### config.mk
export PLATFORM = sky130hd
export DESIGN_NAME = rtlola_cycle_offset_monitor
export DESIGN_NICKNAME = d
export VERILOG_FILES = /design/src/rtl/rtlola_cycle_offset_monitor.sv
export SDC_FILE = /design/constraint.sdc
export NUM_CORES = 1
export LEC_CHECK = 0
export CELL_PAD_IN_SITES_DETAIL_PLACEMENT = 1
export CELL_PAD_IN_SITES_GLOBAL_PLACEMENT = 1
export CORE_ASPECT_RATIO = 1.5
export CORE_UTILIZATION = 40
export DETAILED_ROUTE_END_ITERATION = 10
export GPL_TIMING_DRIVEN = 0
export PLACE_DENSITY_LB_ADDON = 0.1
export SLEW_MARGIN = 20
export SYNTH_ARGS = -nofsm -noshare
export SYNTH_HDL_FRONTEND = slang
export SYNTH_SLANG_ARGS = --single-unit
### constraint.sdc
create_clock -name clk -period 11.9 [get_ports clk]
set_input_delay 2.38 -clock clk [delete_from_list [all_inputs] [get_ports clk]]
set_output_delay 2.38 -clock clk [all_outputs]
set_load 0.005 [all_outputs]
### src/rtl/rtlola_cycle_offset_monitor.sv
`default_nettype none
// ============================================================================
// Module   : rtlola_cycle_offset_monitor
// Brief    : Runtime monitor for a := x + c.offset(-1, 0); b := a + x;
//            c := b - 1.  Four-phase frame, one evaluation per frame.
// Revision : 1.0 - initial release
// ============================================================================
module rtlola_cycle_offset_monitor #(
  parameter int DW     = 64,
  parameter int PHASES = 4
) (
  input  logic                 clk,
  input  logic                 rst,
  input  logic                 en,
  input  logic signed [DW-1:0] x,
  input  logic                 newX,
  output logic                 outputPhase,
  output logic signed [DW-1:0] a,
  output logic                 enA,
  output logic signed [DW-1:0] b,
  output logic                 enB,
  output logic signed [DW-1:0] c,
  output logic                 enC
);

  localparam int C_STW = $clog2(PHASES);
  localparam logic signed [DW-1:0] C_ONE = {{(DW-1){1'b0}}, 1'b1};

  typedef enum logic [C_STW-1:0] {
    S_SAMPLE  = C_STW'(0),
    S_EVAL_A  = C_STW'(1),
    S_EVAL_BC = C_STW'(2),
    S_OUTPUT  = C_STW'(3)
  } state_t;

  state_t               r_state;
  state_t               w_state_nxt;
  logic signed [DW-1:0] r_x;
  logic                 r_pend;
  logic signed [DW-1:0] r_an;
  logic signed [DW-1:0] r_cprev;
  logic signed [DW-1:0] r_a;
  logic signed [DW-1:0] r_b;
  logic signed [DW-1:0] r_c;
  logic signed [DW-1:0] w_bn;
  logic signed [DW-1:0] w_cn;
  logic                 w_out;

  // State register
  always_ff @(posedge clk or negedge rst) begin
    if (!rst) begin
      r_state <= S_SAMPLE;
    end else begin
      r_state <= w_state_nxt;
    end
  end

  // Next state and frame outputs
  always_comb begin
    w_state_nxt = r_state;
    w_out       = 1'b0;
    if (en) begin
      case (r_state)
        S_SAMPLE:  w_state_nxt = S_EVAL_A;
        S_EVAL_A:  w_state_nxt = S_EVAL_BC;
        S_EVAL_BC: w_state_nxt = S_OUTPUT;
        default:   w_state_nxt = S_SAMPLE;
      endcase
    end
    if (r_state == S_OUTPUT) begin
      w_out = 1'b1;
    end
  end

  // b and c settle combinationally in one clock from the registered a_n
  assign w_bn = r_an + r_x;
  assign w_cn = w_bn - C_ONE;

  always_ff @(posedge clk or negedge rst) begin
    if (!rst) begin
      r_x     <= '0;
      r_pend  <= 1'b0;
      r_an    <= '0;
      r_cprev <= '0;
      r_a     <= '0;
      r_b     <= '0;
      r_c     <= '0;
    end else if (en) begin
      case (r_state)
        S_SAMPLE: begin
          r_x    <= x;
          r_pend <= newX;
        end
        S_EVAL_A: begin
          if (r_pend) begin
            r_an <= r_x + r_cprev;
          end
        end
        S_EVAL_BC: begin
          if (r_pend) begin
            r_a <= r_an;
            r_b <= w_bn;
            r_c <= w_cn;
          end
        end
        default: begin
          // The offset memory only advances on real events, not on every frame.
          if (r_pend) begin
            r_cprev <= r_c;
          end
        end
      endcase
    end
  end

  assign outputPhase = w_out;
  assign enA         = w_out & r_pend;
  assign enB         = w_out & r_pend;
  assign enC         = w_out & r_pend;
  assign a           = r_a;
  assign b           = r_b;
  assign c           = r_c;

endmodule
`default_nettype wire

==> reports/results.ini, run 1 <==
[synthesis]
synth.ff_latch_count = 387
netlist_top_cells_area = dfrtp_1 41%, mux2_2 11%, ha_1 7.0%, o21ai_0 4.9%, nand2_1 4.7%
syn-cell-area_sq_um = 23700
postSynthAreaPerCell_sq_um = 9.77
synth.yosys.seq_area_share_pct = 40.9
dominantRegCellSynth = dfrtp_1
mappedNetlistNets = 2625
synth_top_cell_area_share_pct = 40.9
mapped_cells = 2423
ys_warn_count = 0
synth_largest_area_cell = dfrtp_1
synth_async_sr_flop_share_pct = 100
synth_cell_type_count = 99
post_synth_edffs = 0

[power_and_ir_drop]
power.total_w = 0.0105
power_density_nw_per_um2 = 366
total_leakage_power_nw = 12.8
power.ir.vdd_worst_mv = 0.159

[setup_path]
cp_max_fo = 7
cp_top_family = compound AO/OA/AOI/OAI gates
critical_path.max_stage_delay_ns = 0.86
critical_path.cell_chain = ha_1 -> clkbuf_1 -> nand4_1 -> nor3_1 -> o21ai_0 -> o311ai_0 -> o211ai_1 -> a21oi_1 -> o211ai_1 -> nand2_1 -> a21oi_1 -> o21ai_0 -> nor4_1 -> or3_1
cp_slowest_cell = nor3_1
critPathKind = register to register
critPathLaunchType = register
critical_path_arrival_ns = 6.34
worstSetupEndpointType = register
cp.buffers_inverters = 1
worst-endpoint-required_ns = 12.35

[floorplanning]
fp.coreArea_sq_um = 58200
die_h_um = 300
effective_utilization_at_floorplan_pct = 40.7
io_pins = 264
die_area_sq_um = 60200
die_width_um = 201
rows = 108

[clock_network]
worst_setup_hold_path_clk_slew_ns = 0.06
tritoncts = done
clk_path_buf_depth = 3
post_cts.repair.setup_buffers = 0
post_cts_resized = 0
ctsRootBufferMaster = clkbuf_16
clk_latency_ns = 0.58
numCtsBuffers = 42
clock_sink_count = 387
post_cts_hold_buffer_count = 0
cts_htree_levels = 2

[final_layout]
register_area_sq_um = 9680
multi_input_comb_area_sq_um = 13400
design.final.nets = 2935
post-route-cell-area_sq_um = 28800
area_delta_synth_final_pct = 21.5
antenna_cells = 0
layout-drive-gt1-share_pct = 13.9
fillCellCount = 6510

[placed_design]
placed_area_sq_um = 27400
globalplace.congestion = 0.979
place_hpwl_um = 73200
numPortBuffers = 262
dp_slack_ns = 6.21

[timing]
timing.slew.headroom_pct = 24.1
skew_ns = 0.0221
min_period_over_period_pct = 49.5
final-hold-violation-count = 0
setup_violations = 0
maxClockFrequency_mhz = 170
finalMaxSlewViolations = 0
rsz0062_at_grt = false
final.setup.tns_ns = 0
final_period_minus_worst_setup_slack_ns = 5.89
timing_worst_slew_pin_value_ns = 1.13
setup_slack_ns = 6.01
finalHoldWorstSlack_ns = 0.495

[job]
number_of_violations_of_the_max_capacitance_limit = 0

[routing]
ant_nets = 0
route.detailed.wl_per_inst_um = 25.6
postRouteWirelength_um = 90600
drtIter0Drc = 1034
post-route-drc-count = 0
drt_pass1_iterations = 5
routed_via_density = 5.80
via_count = 20500

[grt]
grt_antenna_before_repair = 0
grt_first_pass_wirelength_um = 138000
grt_pass1_vias = 22400
global_route_usage_over_all_layers_pct = 30.3
grt_start_max_net_pins = 97
globalRoute.totalOverflow = 0

[min_path]
worstHoldPathType = register to register

[status]
outcome = finished, final reports clean

worst register-to-register path: cells and delay by family (launching register included):
family                     cells  cell delay, ns
AOI/OAI and AO/OA              7            2.90
adders and majority gates      1            0.29
buffers and inverters          1            0.30
DFF                            1            0.42
and+or+nand+nor                5            1.87
logic make-up (layout without fill, tap and decap cells):
logic type | after synthesis | count (layout) | synth area share (%)
and+or+nand+nor | 707 | 707 | 15.1
AOI/OAI and AO/OA | 662 | 662 | 17.5
DFF | 387 | 387 | 40.9
muxes | 233 | 233 | 11.0
xor gates and xnor gates | 157 | 157 | 5.84
buffers and inverters | 143 | 482 | 2.51
adders and majority gates | 134 | 134 | 7.14
power breakdown:
group	internal, W	total, W	switching [W]
registers	0.00190	0.00248	0.000585
clock network	0.000774	0.00134	0.000565
logic	0.00268	0.00670	0.00402
through the flow:
| stage | cells | util [%] |
|---|---|---|
| 6_report | 3532 | 49.4 |
| 5_1_grt | 3532 | 49.4 |
| 4_1_cts | 3532 | 49.4 |
| 3_5_place_dp | 3459 | 47.0 |
| 3_3_place_gp | 3455 | 46.8 |
| 2_1_floorplan | 2423 | - |
cells in the final DEF, fill, tap and decap left out, types with 19 or more instances in the layout:
cell	instances
dfrtp_1	387
nand2_1	299
clkdlybuf4s50_1	261
o21ai_0	233
mux2_2	226
a21oi_1	137
ha_1	132
nor2_1	117
xnor2_1	99
clkbuf_1	93
a21o_1	81
xor2_1	57
clkbuf_16	45
nand3_1	42
nor3_1	42
nand4_1	36
inv_1	33
o21ai_1	22
or3_1	21
and3_1	20
o21bai_1	20
a211oi_1	19
metal layers:
layer  track usage, %  wire, um  part of all wire (%)
met3             3.12      2580                   2.8
met1             33.0     33900                    37
met2             56.0     47600                    53
met4             19.5      6490                   7.2
met5                0         0                     0
Yosys cell counts (all sizes together), types with 5 or more instances:
cell type and instances:
a211oi 20, a21boi 6, a21o 82, a21oi 146, a221oi 8, a311oi 5, a31o 6, a31oi 15
and2 18, and3 20, and4 15, buf 20, clkbuf 90, dfrtp 387, ha 132, inv 33
mux2 226, mux2i 7, nand2 300, nand2b 18, nand3 43, nand4 38, nand4b 5, nor2 117
nor2b 13, nor3 45, nor3b 9, nor4 16, o211ai 20, o21a 18, o21ai 259, o21bai 20
o221ai 5, o31ai 14, or2 8, or3 21, or4 6, xnor2 100, xor2 57
area by class of cell:
type / count / share of cell area, %
multi-input combinational: 1893 / 46.6
sequential: 387 / 33.7
timing repair buffer: 266 / 9.51
clock buffer: 59 / 4.34
tap: 770 / 3.35
buffer: 110 / 1.65
clock inverter: 14 / 0.461
inverter: 33 / 0.430
state kept, by name (all words and copies together), names as in the netlist:
register,cells
a,64
b,64
c,64
r_an,64
r_cprev,64
r_x,64
r_state,2
r_pend,1
path summary, 6_finish.rpt:
path,from,slack [ns],cells after the start,endpoint
worst max-delay path,r_x[16]$_DFFE_PN0P_,6.01,14,r_an[62]$_DFFE_PN0P_
worst min-delay path,b[39]$_DFFE_PN0P_,0.49,2,b[39]$_DFFE_PN0P_
worst max register to register,r_x[16]$_DFFE_PN0P_,6.01,14,r_an[62]$_DFFE_PN0P_
worst min register to register,b[39]$_DFFE_PN0P_,0.49,2,b[39]$_DFFE_PN0P_
max in group asynchronous,rst,8.90,3,r_x[7]$_DFFE_PN0P_
min in group asynchronous,rst,1.69,1,a[37]$_DFFE_PN0P_
Note: power is estimated with default switching activity, not from simulation.
==> inputs of run 2 (changes only) <==
clock period = 5.5 ns   (was 11.9 ns; I/O delays follow)
==> run 2 against run 1 <==
Net effect: sequential share of layout area barely moved; highest routed layer unchanged; power rose by 120%; core utilization barely moved; critical endpoint unchanged.
==> reports/results.ini, run 2 (synthesis gave the netlist of run 1 again) <==
[grt]
global_route_usage_over_all_layers_pct = 30.3
grt_antenna_before_repair = 0
grt_first_pass_wirelength_um = 138000
globalRoute.totalOverflow = 0
grt_pass1_vias = 22400
grt_start_max_net_pins = 97

[routing]
ant_nets = 0
drt_pass1_iterations = 5
post-route-drc-count = 0
routed_via_density = 5.80
postRouteWirelength_um = 90500
route.detailed.wl_per_inst_um = 25.6
via_count = 20500
drtIter0Drc = 1040

[clock_network]
worst_setup_hold_path_clk_slew_ns = 0.06
clock_sink_count = 387
ctsRootBufferMaster = clkbuf_16
cts_htree_levels = 2
numCtsBuffers = 42
clk_path_buf_depth = 3
clk_latency_ns = 0.58
tritoncts = done

[timing]
rsz0062_at_grt = false
setup_slack_ns = 0.188
final-hold-violation-count = 0
timing.slew.headroom_pct = 25.0
finalMaxSlewViolations = 0
min_period_over_period_pct = 96.6
setup_violations = 0
finalHoldWorstSlack_ns = 0.413
skew_ns = 0.0235
maxClockFrequency_mhz = 188
final.setup.tns_ns = 0
final_period_minus_worst_setup_slack_ns = 5.31
timing_worst_slew_pin_value_ns = 1.11

[floorplanning]
die_width_um = 201
die_h_um = 300
fp.coreArea_sq_um = 58200
rows = 108
io_pins = 264
die_area_sq_um = 60200
effective_utilization_at_floorplan_pct = 40.7

[power_and_ir_drop]
power.net_switching_w = 0.0112
power_density_nw_per_um2 = 790
swShare_pct = 49.1
pwr-share-seq_pct = 23.6
power.ir.vdd_worst_mv = 0.345
power.share.clock_pct = 12.7
share_comb_of_total_power_pct = 63.7
total_leakage_power_nw = 12.8
cellInternalPower_w = 0.0116
power.total_w = 0.0228

[setup_path]
critPathLaunchType = register
setup.reg_to_reg.worst_slack_ns = 0.19
worst-endpoint-required_ns = 5.95
critPathKind = register to register
worstReg2RegStart = r_x[13]$_DFFE_PN0P_
cp_max_fo = 5
timing.rr.end = r_an[62]$_DFFE_PN0P_
critical_path_arrival_ns = 5.76
r2r_cells = 13
worstSetupEndpointType = register

[final_layout]
layout-drive-gt1-share_pct = 13.9
layout.cells.most_common = dfrtp_1
area_delta_synth_final_pct = 21.6
leading_cell_types_in_the_layout_fill_and_taps_excluded = 387 x dfrtp_1, 299 x nand2_1, 261 x clkdlybuf4s50_1
design.final.nets = 2935

[min_path]
worstHoldPathType = input port to asynchronous set/reset pin

[placed_design]
globalplace.congestion = 0.979
numPortBuffers = 262
place_hpwl_um = 73200
dp_slack_ns = 0.0110

[job]
number_of_violations_of_the_max_capacitance_limit = 0

[status]
outcome = finished, final reports clean

-- run 2: cell types whose count changed in the layout (fill, tap and decap cells not counted) --
| cell | delta |
|---|---|
| o21ai_1 | +1 |
| diode_2 | +2 |
| nor3_2 | +1 |
| nor3_1 | -1 |
| o21ai_0 | -1 |
-- run 2: per-stage QoR --
stage          cell area, sq um  utilization (%)  cells
4_1_cts                   28800             49.4   3532
3_3_place_gp              27300             46.8   3455
2_1_floorplan             23700                -   2423
3_5_place_dp              27400             47.0   3459
6_report                  28800             49.4   3534
5_1_grt                   28800             49.4   3532
-- run 2: timing repair --
item                                    in CTS  in global routing
hold buffers                                 0                  0
endpoints found under the setup margin       0                  1
resized for setup                            0                  2
setup buffers                                0                  0
hold endpoints to repair                     0                  0
-- run 2: per-layer routing --
layer,share of wire [%],track usage [%],vias to the layer above
li1,-,-,9410
met1,37,33.0,10400
met2,53,56.0,485
met3,3.0,3.12,192
met4,7.1,19.5,0
met5,0,0,-
-- run 2: worst max path at each step --
stage,from,to,slack [ns]
2_1_floorplan,r_x[0]$_DFFE_PN0P_,c[63]$_DFFE_PN0P_,1.62
3_3_place_gp,rst,c[7]$_DFFE_PN0P_,-13.84
3_5_place_dp,r_x[16]$_DFFE_PN0P_,r_an[62]$_DFFE_PN0P_,0.01
4_1_cts,r_x[16]$_DFFE_PN0P_,r_an[62]$_DFFE_PN0P_,0.002
5_1_grt,r_an[44]$_DFFE_PN0P_,c[63]$_DFFE_PN0P_,0.24
6_report,r_x[13]$_DFFE_PN0P_,r_an[62]$_DFFE_PN0P_,0.19
-- run 2: power by group through the flow --
stage	sequential (W)	clock [W]	combinational [W]
after CTS	0.00539	0.00297	0.0144
after global placement	0.00539	0	0.0140
after floorplan	0.00486	0	0.00924
final	0.00536	0.00289	0.0145
after global routing	0.00551	0.00307	0.0157
after detailed placement	0.00542	0	0.0143
-- run 2: cell type report --
cell class	instances	area [sq um]
clock buffers	59	1250
fillers	6510	29500
clock inverters	14	133
repair buffers	266	2740
diodes	2	5.00
inverters	33	124
flip-flops and latches	387	9680
multi-input cells	1893	13400
well taps	770	963
plain buffers	110	475
-- run 2: worst max-delay path: stages (launching register included) --
cell	delay, ns
dfrtp_1	0.42
ha_1	0.45
a21oi_1	0.29
o21ai_0	0.17
o21ai_1	0.54
o311ai_0	0.54
o211ai_1	0.51
a21oi_1	0.26
o211ai_1	0.49
nand2_1	0.29
a21oi_1	0.43
o21ai_0	0.22
nor4bb_1	0.18
or3_1	0.39
==> inputs of run 3 (changes only) <==
CTS_BUF_LIST = sky130_fd_sc_hd__clkbuf_8   (was not set)
==> run 3 against run 2 <==
Net effect: sequential power barely moved; hold slack got worse by 0.086 ns; clock power fell by 2%; highest routed layer unchanged; routed wire length up 1.1%; design area barely moved; combinational power hardly changed; core utilization about the same; global-route usage is 0.32 points higher; die area unchanged; sequential share of layout area barely moved.
==> reports/results.ini, run 3 (synthesis gave the netlist of run 1 again) <==
[setup_path]
worstSetupEndpointType = register
critPathLaunchType = register
worst-endpoint-required_ns = 6.04
critical_path_arrival_ns = 5.90
cp.buffers_inverters = 0
cp_top_family = compound AO/OA/AOI/OAI gates
cp_max_fo = 5
critical_path.max_stage_delay_ns = 0.55
setup.reg_to_reg.worst_slack_ns = 0.14
critical_path.cell_chain = ha_1 -> a21oi_1 -> o21ai_0 -> o21ai_1 -> o311ai_0 -> o211ai_1 -> a21oi_1 -> o211ai_1 -> nand2_1 -> a21oi_1 -> o21ai_0 -> nor4bb_1 -> or3_1
cp_slowest_cell = o211ai_1
timing.critical_path.mode_cell = a21oi_1
critPathKind = register to register

[job]
number_of_violations_of_the_max_capacitance_limit = 0

[final_layout]
multi_input_comb_area_sq_um = 13400
layout.core_utilization_pct = 49.4
area_delta_synth_final_pct = 21.6
fillCellCount = 6549
register_area_sq_um = 9680
layout-drive-gt1-share_pct = 14.8
design.final.nets = 2961
layout.cells.most_common = dfrtp_1
leading_cell_types_in_the_layout_fill_and_taps_excluded = 387 x dfrtp_1, 299 x nand2_1, 261 x clkdlybuf4s50_1

[routing]
route.detailed.wl_per_inst_um = 25.6
drt_pass1_iterations = 5
routed_via_density = 5.78
postRouteWirelength_um = 91600
ant_nets = 0
drtIter0Drc = 1045
post-route-drc-count = 0
via_count = 20700

[placed_design]
numPortBuffers = 262
globalplace.congestion = 0.979
place_hpwl_um = 73200

[floorplanning]
rows = 108
die_area_sq_um = 60200
effective_utilization_at_floorplan_pct = 40.7
io_pins = 264
die_h_um = 300
fp.coreArea_sq_um = 58200
die_width_um = 201

[clock_network]
numCtsBuffers = 68
ctsRootBufferMaster = clkbuf_8
clk_latency_ns = 0.69
post_cts.repair.setup_buffers = 0
post_cts_hold_buffer_count = 0
tritoncts = done
cts_htree_levels = 3
worst_setup_hold_path_clk_slew_ns = 0.07
clk_path_buf_depth = 3
clock_sink_count = 387

[timing]
setup_violations = 0
finalHoldWorstSlack_ns = 0.327
final_period_minus_worst_setup_slack_ns = 5.36
skew_ns = 0.0370
rsz0062_at_grt = false
finalMaxSlewViolations = 0
min_period_over_period_pct = 97.4
timing.slew.headroom_pct = 20.2
timing_worst_slew_pin_value_ns = 1.18
final-hold-violation-count = 0
maxClockFrequency_mhz = 187

[grt]
grt_pass1_vias = 22600
global_route.peak_usage_layer = met2
grt.met1_usage_pct = 33.0
global_route.usage.met3_pct = 3.73
grt_antenna_before_repair = 2
global_route.usage.met2_pct = 56.6
global_route_usage_over_all_layers_pct = 30.6
grt_first_pass_wirelength_um = 139000
globalRoute.totalOverflow = 0
grt_start_max_net_pins = 97

[power_and_ir_drop]
power.total_w = 0.0227
power.ir.vdd_worst_mv = 0.299
total_leakage_power_nw = 12.9
power_density_nw_per_um2 = 788

[min_path]
worstHoldPathType = input port to asynchronous set/reset pin

[status]
outcome = finished, final reports clean

==> run 3: timing repair <==
item                       CTS  global route
resized for setup            1             1
pin swaps                    0             0
setup endpoints to repair    1             1
==> run 3: area by class of cell <==
type | count | share of cell area, %
Timing Repair Buffer | 266 | 9.51
Tap cell | 770 | 3.35
Clock inverter | 41 | 1.00
Antenna cell | 1 | 0.00869
Multi-Input combinational cell | 1893 | 46.6
Buffer | 110 | 1.65
Clock buffer | 80 | 3.82
Sequential cell | 387 | 33.6
Inverter | 33 | 0.430
==> run 3: layer usage <==
| layer | routed length [um] | up-vias |
|---|---|---|
| met5 | 0 | - |
| met4 | 6300 | 0 |
| met3 | 3220 | 212 |
| met2 | 48200 | 524 |
| met1 | 33800 | 10500 |
| li1 | - | 9490 |
==> run 3: worst paths after layout <==
check,cells after the start,start,to
max in group asynchronous,3,rst,c[7]$_DFFE_PN0P_
worst max-delay path,13,r_x[13]$_DFFE_PN0P_,r_an[62]$_DFFE_PN0P_
worst min register to register,2,b[0]$_DFFE_PN0P_,b[0]$_DFFE_PN0P_
worst min-delay path,1,rst,c[40]$_DFFE_PN0P_
min in group clk,2,b[0]$_DFFE_PN0P_,b[0]$_DFFE_PN0P_
worst max register to register,13,r_x[13]$_DFFE_PN0P_,r_an[62]$_DFFE_PN0P_
==> run 3: through the flow <==
stage | instances | instance area [sq um] | setup TNS, ns | worst slack, ns
floorplan | 2423 | 23700 | 0 | 1.62
global placement | 3455 | 27300 | -5326.72 | -13.84
detailed placement | 3459 | 27400 | 0 | 0.0110
CTS | 3580 | 28800 | 0 | 0.146
global route | 3581 | 28800 | 0 | 0.251
finish | 3581 | 28800 | 0 | 0.142
==> run 3: report_power, final <==
group	internal, W	switching (W)
combinational	0.00581	0.00870
clock	0.00152	0.00131
sequential	0.00410	0.00127
